## src/rtl/fp32_mul_issue.sv

```systemverilog
// Issue/capture stage around a combinational FP32 multiplier: operand FIFO in front,
// registered valid/ready result port behind, plus saturating NaN/Inf result counters.
module fp32_mul_issue #(
    parameter int DEPTH = 4,
    parameter int CNT_W = 16
) (
    input  logic                     clk,
    input  logic                     rst_n,
    input  logic                     flush,
    input  logic                     in_valid,
    output logic                     in_ready,
    input  logic [31:0]              in_a,
    input  logic [31:0]              in_b,
    output logic [31:0]              mul_a,
    output logic [31:0]              mul_b,
    input  logic [31:0]              mul_res,
    output logic                     res_valid,
    input  logic                     res_ready,
    output logic [31:0]              res_data,
    output logic [CNT_W-1:0]         nan_cnt,
    output logic [CNT_W-1:0]         inf_cnt,
    output logic [$clog2(DEPTH):0]   level
);
    localparam int PTR_W = $clog2(DEPTH);
    localparam int LVL_W = PTR_W + 1;
    localparam logic [LVL_W-1:0] LVL_FULL = LVL_W'(DEPTH);
    localparam logic [LVL_W-1:0] LVL_ONE  = LVL_W'(1);
    localparam logic [PTR_W-1:0] PTR_ONE  = PTR_W'(1);
    localparam logic [CNT_W-1:0] CNT_ONE  = CNT_W'(1);

    logic [63:0]      mem_q [DEPTH];
    logic [PTR_W-1:0] wr_ptr_q, wr_ptr_d;
    logic [PTR_W-1:0] rd_ptr_q, rd_ptr_d;
    logic [LVL_W-1:0] level_q, level_d;
    logic             res_valid_q, res_valid_d;
    logic [31:0]      res_data_q, res_data_d;
    logic [CNT_W-1:0] nan_cnt_q, nan_cnt_d;
    logic [CNT_W-1:0] inf_cnt_q, inf_cnt_d;

    logic        push;
    logic        pop;
    logic        fifo_empty;
    logic        res_is_nan;
    logic        res_is_inf;
    logic [63:0] head;

    assign fifo_empty = (level_q == '0);
    assign in_ready   = (level_q != LVL_FULL);
    assign push       = in_valid && in_ready && !flush;
    // Pop only when the result register is free or being drained this cycle.
    assign pop        = !fifo_empty && (!res_valid_q || res_ready) && !flush;

    assign head  = mem_q[rd_ptr_q];
    assign mul_a = fifo_empty ? 32'h0 : head[63:32];
    assign mul_b = fifo_empty ? 32'h0 : head[31:0];

    assign res_is_nan = (mul_res[30:23] == 8'hFF) && (mul_res[22:0] != 23'h0);
    assign res_is_inf = (mul_res[30:23] == 8'hFF) && (mul_res[22:0] == 23'h0);

    always_comb begin
        wr_ptr_d    = wr_ptr_q;
        rd_ptr_d    = rd_ptr_q;
        level_d     = level_q;
        res_valid_d = res_valid_q;
        res_data_d  = res_data_q;
        nan_cnt_d   = nan_cnt_q;
        inf_cnt_d   = inf_cnt_q;
        if (flush) begin
            wr_ptr_d    = '0;
            rd_ptr_d    = '0;
            level_d     = '0;
            res_valid_d = 1'b0;
            nan_cnt_d   = '0;
            inf_cnt_d   = '0;
        end else begin
            if (push) begin
                wr_ptr_d = wr_ptr_q + PTR_ONE;
            end
            if (pop) begin
                rd_ptr_d    = rd_ptr_q + PTR_ONE;
                res_valid_d = 1'b1;
                res_data_d  = mul_res;
                if (res_is_nan && (nan_cnt_q != '1)) begin
                    nan_cnt_d = nan_cnt_q + CNT_ONE;
                end
                if (res_is_inf && (inf_cnt_q != '1)) begin
                    inf_cnt_d = inf_cnt_q + CNT_ONE;
                end
            end else if (res_ready && res_valid_q) begin
                res_valid_d = 1'b0;
            end
            case ({push, pop})
                2'b10:   level_d = level_q + LVL_ONE;
                2'b01:   level_d = level_q - LVL_ONE;
                default: level_d = level_q;
            endcase
        end
    end

    always_ff @(posedge clk or negedge rst_n) begin
        if (!rst_n) begin
            wr_ptr_q    <= '0;
            rd_ptr_q    <= '0;
            level_q     <= '0;
            res_valid_q <= 1'b0;
            res_data_q  <= '0;
            nan_cnt_q   <= '0;
            inf_cnt_q   <= '0;
        end else begin
            wr_ptr_q    <= wr_ptr_d;
            rd_ptr_q    <= rd_ptr_d;
            level_q     <= level_d;
            res_valid_q <= res_valid_d;
            res_data_q  <= res_data_d;
            nan_cnt_q   <= nan_cnt_d;
            inf_cnt_q   <= inf_cnt_d;
        end
    end

    // Storage carries no reset: stale entries are unreachable once the pointers clear.
    always_ff @(posedge clk) begin
        if (push) begin
            mem_q[wr_ptr_q] <= {in_a, in_b};
        end
    end

    assign res_valid = res_valid_q;
    assign res_data  = res_data_q;
    assign nan_cnt   = nan_cnt_q;
    assign inf_cnt   = inf_cnt_q;
    assign level     = level_q;
endmodule

```

## config.mk

```make
export PLATFORM = sky130hd
export DESIGN_NAME = fp32_mul_issue
export DESIGN_NICKNAME = d
export VERILOG_FILES = /design/src/rtl/fp32_mul_issue.sv
export SDC_FILE = /design/constraint.sdc
export NUM_CORES = 1
export LEC_CHECK = 0
export ABC_CLOCK_PERIOD_IN_PS = 9290
export BUFFER_PORTS_ARGS = -buffer_cell sky130_fd_sc_hd__buf_2
export CORE_MARGIN = 2
export CORE_UTILIZATION = 60
export CTS_BUF_LIST = sky130_fd_sc_hd__clkbuf_2
export DETAILED_ROUTE_END_ITERATION = 10
export HOLD_SLACK_MARGIN = 0.02
export PLACE_DENSITY_LB_ADDON = 0.25
export RECOVER_POWER = 100
export SLEW_MARGIN = 40
export SYNTH_ARGS = -nofsm -noshare
export SYNTH_HDL_FRONTEND = slang
export SYNTH_SLANG_ARGS = --single-unit
export TNS_END_PERCENT = 100
```

## constraint.sdc

```tcl
create_clock -name clk -period 9.29 [get_ports clk]
set_input_delay 0.4645 -clock clk [delete_from_list [all_inputs] [get_ports clk]]
set_output_delay 0.4645 -clock clk [all_outputs]
set_load 0.01 [all_outputs]
```

==> metrics.json <==
{
  "final-setup-viol-count": {"value": 0},
  "drt-vias-per-instance": {"value": 5.66},
  "synth_top_area_share": {"value": 58.3, "unit": "%"},
  "worst_ep_arrival_time": {"value": 5.26, "unit": "ns"},
  "clkTransAtPathRegs": {"value": 0.10, "unit": "ns"},
  "cts_resized": {"value": 0},
  "routabilityCongestion": {"value": 0.845},
  "timing.hold.worst_endpoint": {"value": "rd_ptr_q[0]"},
  "routed_wirelength": {"value": 28400, "unit": "um"},
  "grtUsageTotal": {"value": 24.6, "unit": "%"},
  "grt_start_max_net_pins": {"value": 73},
  "placedCellCount": {"value": 1220},
  "maxCapViolations": {"value": 12},
  "final.setup_skew": {"value": 0.0665, "unit": "ns"},
  "grt_pass1_wl": {"value": 44800, "unit": "um"},
  "reg2reg_setup_slack": {"value": 4.39, "unit": "ns"},
  "synth_cells": {"value": 735},
  "worst-r2r-cell-count": {"value": 5},
  "worst_ir_drop_vdd": {"value": 163, "unit": "uV"},
  "synth_fa_ha_area_share": {"value": 0.721, "unit": "%"},
  "buffer_ports.inserted": {"value": 233},
  "start_kind": {"value": "flip-flop"},
  "area_growth_from_synthesis_to_layout": {"value": 21.7, "unit": "%"},
  "yosys-mux-area-fraction": {"value": 14.3, "unit": "%"},
  "timing.critical_path.to_type": {"value": "flip-flop"},
  "post_synthesis_compound_gate_area_fraction": {"value": 2.34, "unit": "%"},
  "post_synth_most_frequent_cells": {"value": "256 x edfxtp_1, 73 x nor2b_1, 72 x dfrtp_1, 64 x mux4_2, 38 x mux2_2"},
  "synthDominantAreaCellType": {"value": "edfxtp_1"},
  "synth_warn": {"value": 0},
  "fin_crit_sh": {"value": 52.8, "unit": "%"},
  "finalNonFillerCells": {"value": 1451},
  "first_global_vias": {"value": 8673},
  "number_of_distinct_library_cell_variants_in_the_gate_level_netlist_after_synthesis": {"value": 43},
  "dp_hpwl": {"value": 16600, "unit": "um"},
  "r2r-start": {"value": "level[2]"},
  "synth_edf_count": {"value": 256},
  "synth_seq_area_share": {"value": 72.0, "unit": "%"},
  "synth_area": {"value": 13200, "unit": "sq um"},
  "detail-route-antenna-nets": {"value": 0},
  "die_outline_area": {"value": 23200, "unit": "sq um"},
  "timing.critical_path.fanout_max": {"value": 35},
  "synth-seq-cells": {"value": 328},
  "power.share.switching": {"value": 31.4, "unit": "%"},
  "std_cell_rows": {"value": 54},
  "total_switching_power": {"value": 1190, "unit": "uW"},
  "routedWlPerCell": {"value": 19.6, "unit": "um"},
  "ys_async_sr_fraction": {"value": 22.0, "unit": "%"},
  "tritoncts": {"value": "done"},
  "final-max-slew-violation-count": {"value": 417},
  "power_density": {"value": 236, "unit": "nW/um^2"},
  "timing.setup.tns": {"value": 0, "unit": "ns"},
  "die_width": {"value": 152, "unit": "um"},
  "drtPass1Iterations": {"value": 4},
  "final_period_minus_worst_setup_slack": {"value": 4.90, "unit": "ns"},
  "hold_class": {"value": "primary input to flip-flop"},
  "achievable-frequency": {"value": 204, "unit": "MHz"},
  "comb_power_share": {"value": 28.1, "unit": "%"},
  "synth_fp_nets": {"value": 843},
  "synth_xor_area_share": {"value": 0.465, "unit": "%"},
  "clk_latency": {"value": 0.79, "unit": "ns"},
  "drc": {"value": 0},
  "relative_slew_slack": {"value": -166, "unit": "%"},
  "postCtsSetupBuffers": {"value": 0},
  "min_from": {"value": "flush"},
  "die-height": {"value": 152, "unit": "um"},
  "remaining_overflow_grt": {"value": 0},
  "cell_internal_pwr": {"value": 2590, "unit": "uW"},
  "critPathBufInv": {"value": 1},
  "cts.sinks": {"value": 328},
  "final-hold-violation-count": {"value": 0},
  "static_leakage_power": {"value": 0.00554, "unit": "uW"},
  "worst_pin_slew": {"value": 3.99, "unit": "ns"},
  "drive_gt1_share": {"value": 22.8, "unit": "%"},
  "rr_endpoint": {"value": "mem_q[3][35]"},
  "clock_power_share": {"value": 24.1, "unit": "%"},
  "area_share_of_and_or_nand_nor_cells_after_synthesis": {"value": 8.69, "unit": "%"},
  "vias": {"value": 8209},
  "cp_class": {"value": "flip-flop to flip-flop"},
  "top_post_synthesis_cells_by_area": {"value": "edfxtp_1 58%, dfrtp_1 14%, mux4_2 11%, nor2b_1 3.5%, mux2_2 3.2%"},
  "status": {"value": "finished, violations left"},
  "core_area": {"value": 21700, "unit": "sq um"},
  "cts_root_buf": {"value": "clkbuf_2"},
  "cts_max_path_buffers": {"value": 3},
  "dominant_combinational_cell_family_by_area_after_synthesis": {"value": "multiplexers"},
  "timing.critical_path.cells": {"value": "or3b_2 -> nand2_1 -> nor2_1 -> and2_0 -> clkbuf_1"},
  "synthMostInstantiatedCell": {"value": "edfxtp_1"},
  "net_count_of_the_finished_layout": {"value": 1229},
  "cts_hold_buffers": {"value": 99},
  "effective_utilization_at_floorplan": {"value": 60.8, "unit": "%"},
  "cts_buffers": {"value": 80},
  "critical_path_required": {"value": 9.65, "unit": "ns"},
  "ios": {"value": 234},
  "cpPeakStageDelay": {"value": 1.71, "unit": "ns"},
  "layout.filler_cells": {"value": 1455},
  "share_of_total_power_in_sequential_cells": {"value": 47.9, "unit": "%"},
  "min_delay_path_depth": {"value": 3},
  "violations": {"value": "max-capacitance violations, max-slew violations"},
  "drt-initial-drc-count": {"value": 545},
  "syn_avg_cell_area": {"value": 17.9, "unit": "sq um"},
  "antenna_found_initial": {"value": 1},
  "critical-path-slowest-cell": {"value": "clkbuf_1"},
  "postSynth.topFlopCell": {"value": "edfxtp_1"},
  "rsz_0062_raised_after_global_routing": {"value": "false"},
  "htree_num_levels": {"value": 3},
  "critical_path.top_delay_family": {"value": "simple AND/OR/NAND/NOR gates"}
}
[layer usage]
metal	up-vias	GRT usage, %	routed length [um]
met3	62	6.68	1870
met2	314	41.1	14800
met5	-	0	0
met1	4112	30.8	10900
met4	0	10.8	811
li1	3721	-	-
[registers in the layout, summed over array words and instances, names as in the netlist]
signal     cells
res_valid      1
inf_cnt       16
rd_ptr_q       2
level          3
wr_ptr_q       2
nan_cnt       16
mem_q        256
res_data      32
[cell families after synthesis]
| family | count (synthesis) |
|---|---|
| simple gates | 194 |
| mux | 104 |
| fa+ha+maj | 7 |
| flops | 328 |
| buf+inv | 45 |
| xor+xnor | 7 |
| compound gates | 50 |
[layout make-up]
class,count,area [sq um],area share [%]
flip-flops and latches,328,9490,59.1
multi-input cells,362,3510,21.8
clock inverters,16,130,0.811
inverters,4,15.0,0.0936
well taps,280,350,2.18
clock buffers,114,571,3.56
repair buffers,345,1980,12.3
diodes,2,5.00,0.0312
[power by group through the flow]
stage               Clock (uW)  Sequential, uW  Combinational, uW
global placement             0            1830               1070
floorplan                    0            1860                657
detailed placement           0            1830               1090
global route              1020            1830               1150
finish                     911            1810               1060
CTS                        939            1800               1130
[how the worst max path moves through the flow]
stage	startpoint	end	slack, ns	cells past startpoint
CTS	rd_ptr_q[0]	mul_b[15]	5.64	4
global route	level[2]	mem_q[2][39]	3.97	5
detailed placement	mul_res[4]	inf_cnt[13]	6.47	6
global placement	rd_ptr_q[0]	mul_b[27]	6.33	4
floorplan	level[2]	mem_q[0][0]	6.16	5
finish	level[2]	mem_q[3][35]	4.39	5
[through the flow]
stage | util, % | power (uW) | worst slack [ns] | instance area, sq um | hold slack [ns]
6_report | 74.0 | 3780 | 4.39 | 16000 | 0.267
3_5_place_dp | 67.9 | 2930 | 6.47 | 14700 | 0.489
2_1_floorplan | - | 2510 | 6.16 | 13200 | 0.169
5_1_grt | 74.0 | 3990 | 3.97 | 16000 | 0.195
3_3_place_gp | 67.3 | 2900 | 6.33 | 14600 | 0.485
4_1_cts | 75.7 | 3870 | 5.64 | 16400 | 0.148
[cell usage in the layout, fill, tap and decap left out, drive strengths merged, types with 2 or more instances in the layout]
cell type	n
clkbuf	321
edfxtp	256
dlygate4sd3	99
nor2b	74
dfrtp	72
mux4	64
mux2	39
buf	39
nor2	24
a21oi	23
nand2	18
or4	18
nand4	14
o31ai	12
clkinv	10
o21ai	9
nand3	8
and2	8
nor4	7
or3	6
ha	6
and4	5
inv	5
xnor2	4
nor3	4
xor2	3
clkinvlp	3
diode	2
and3	2
bufinv	2
or3b	2
[worst register-to-register path: stages (launching register included)]
cell,delay [ns]
dfrtp_1,0.44
or3b_2,0.28
nand2_1,0.15
nor2_1,0.20
and2_0,1.67
clkbuf_1,1.72
No activity file was read; power rests on OpenSTA's default activity.
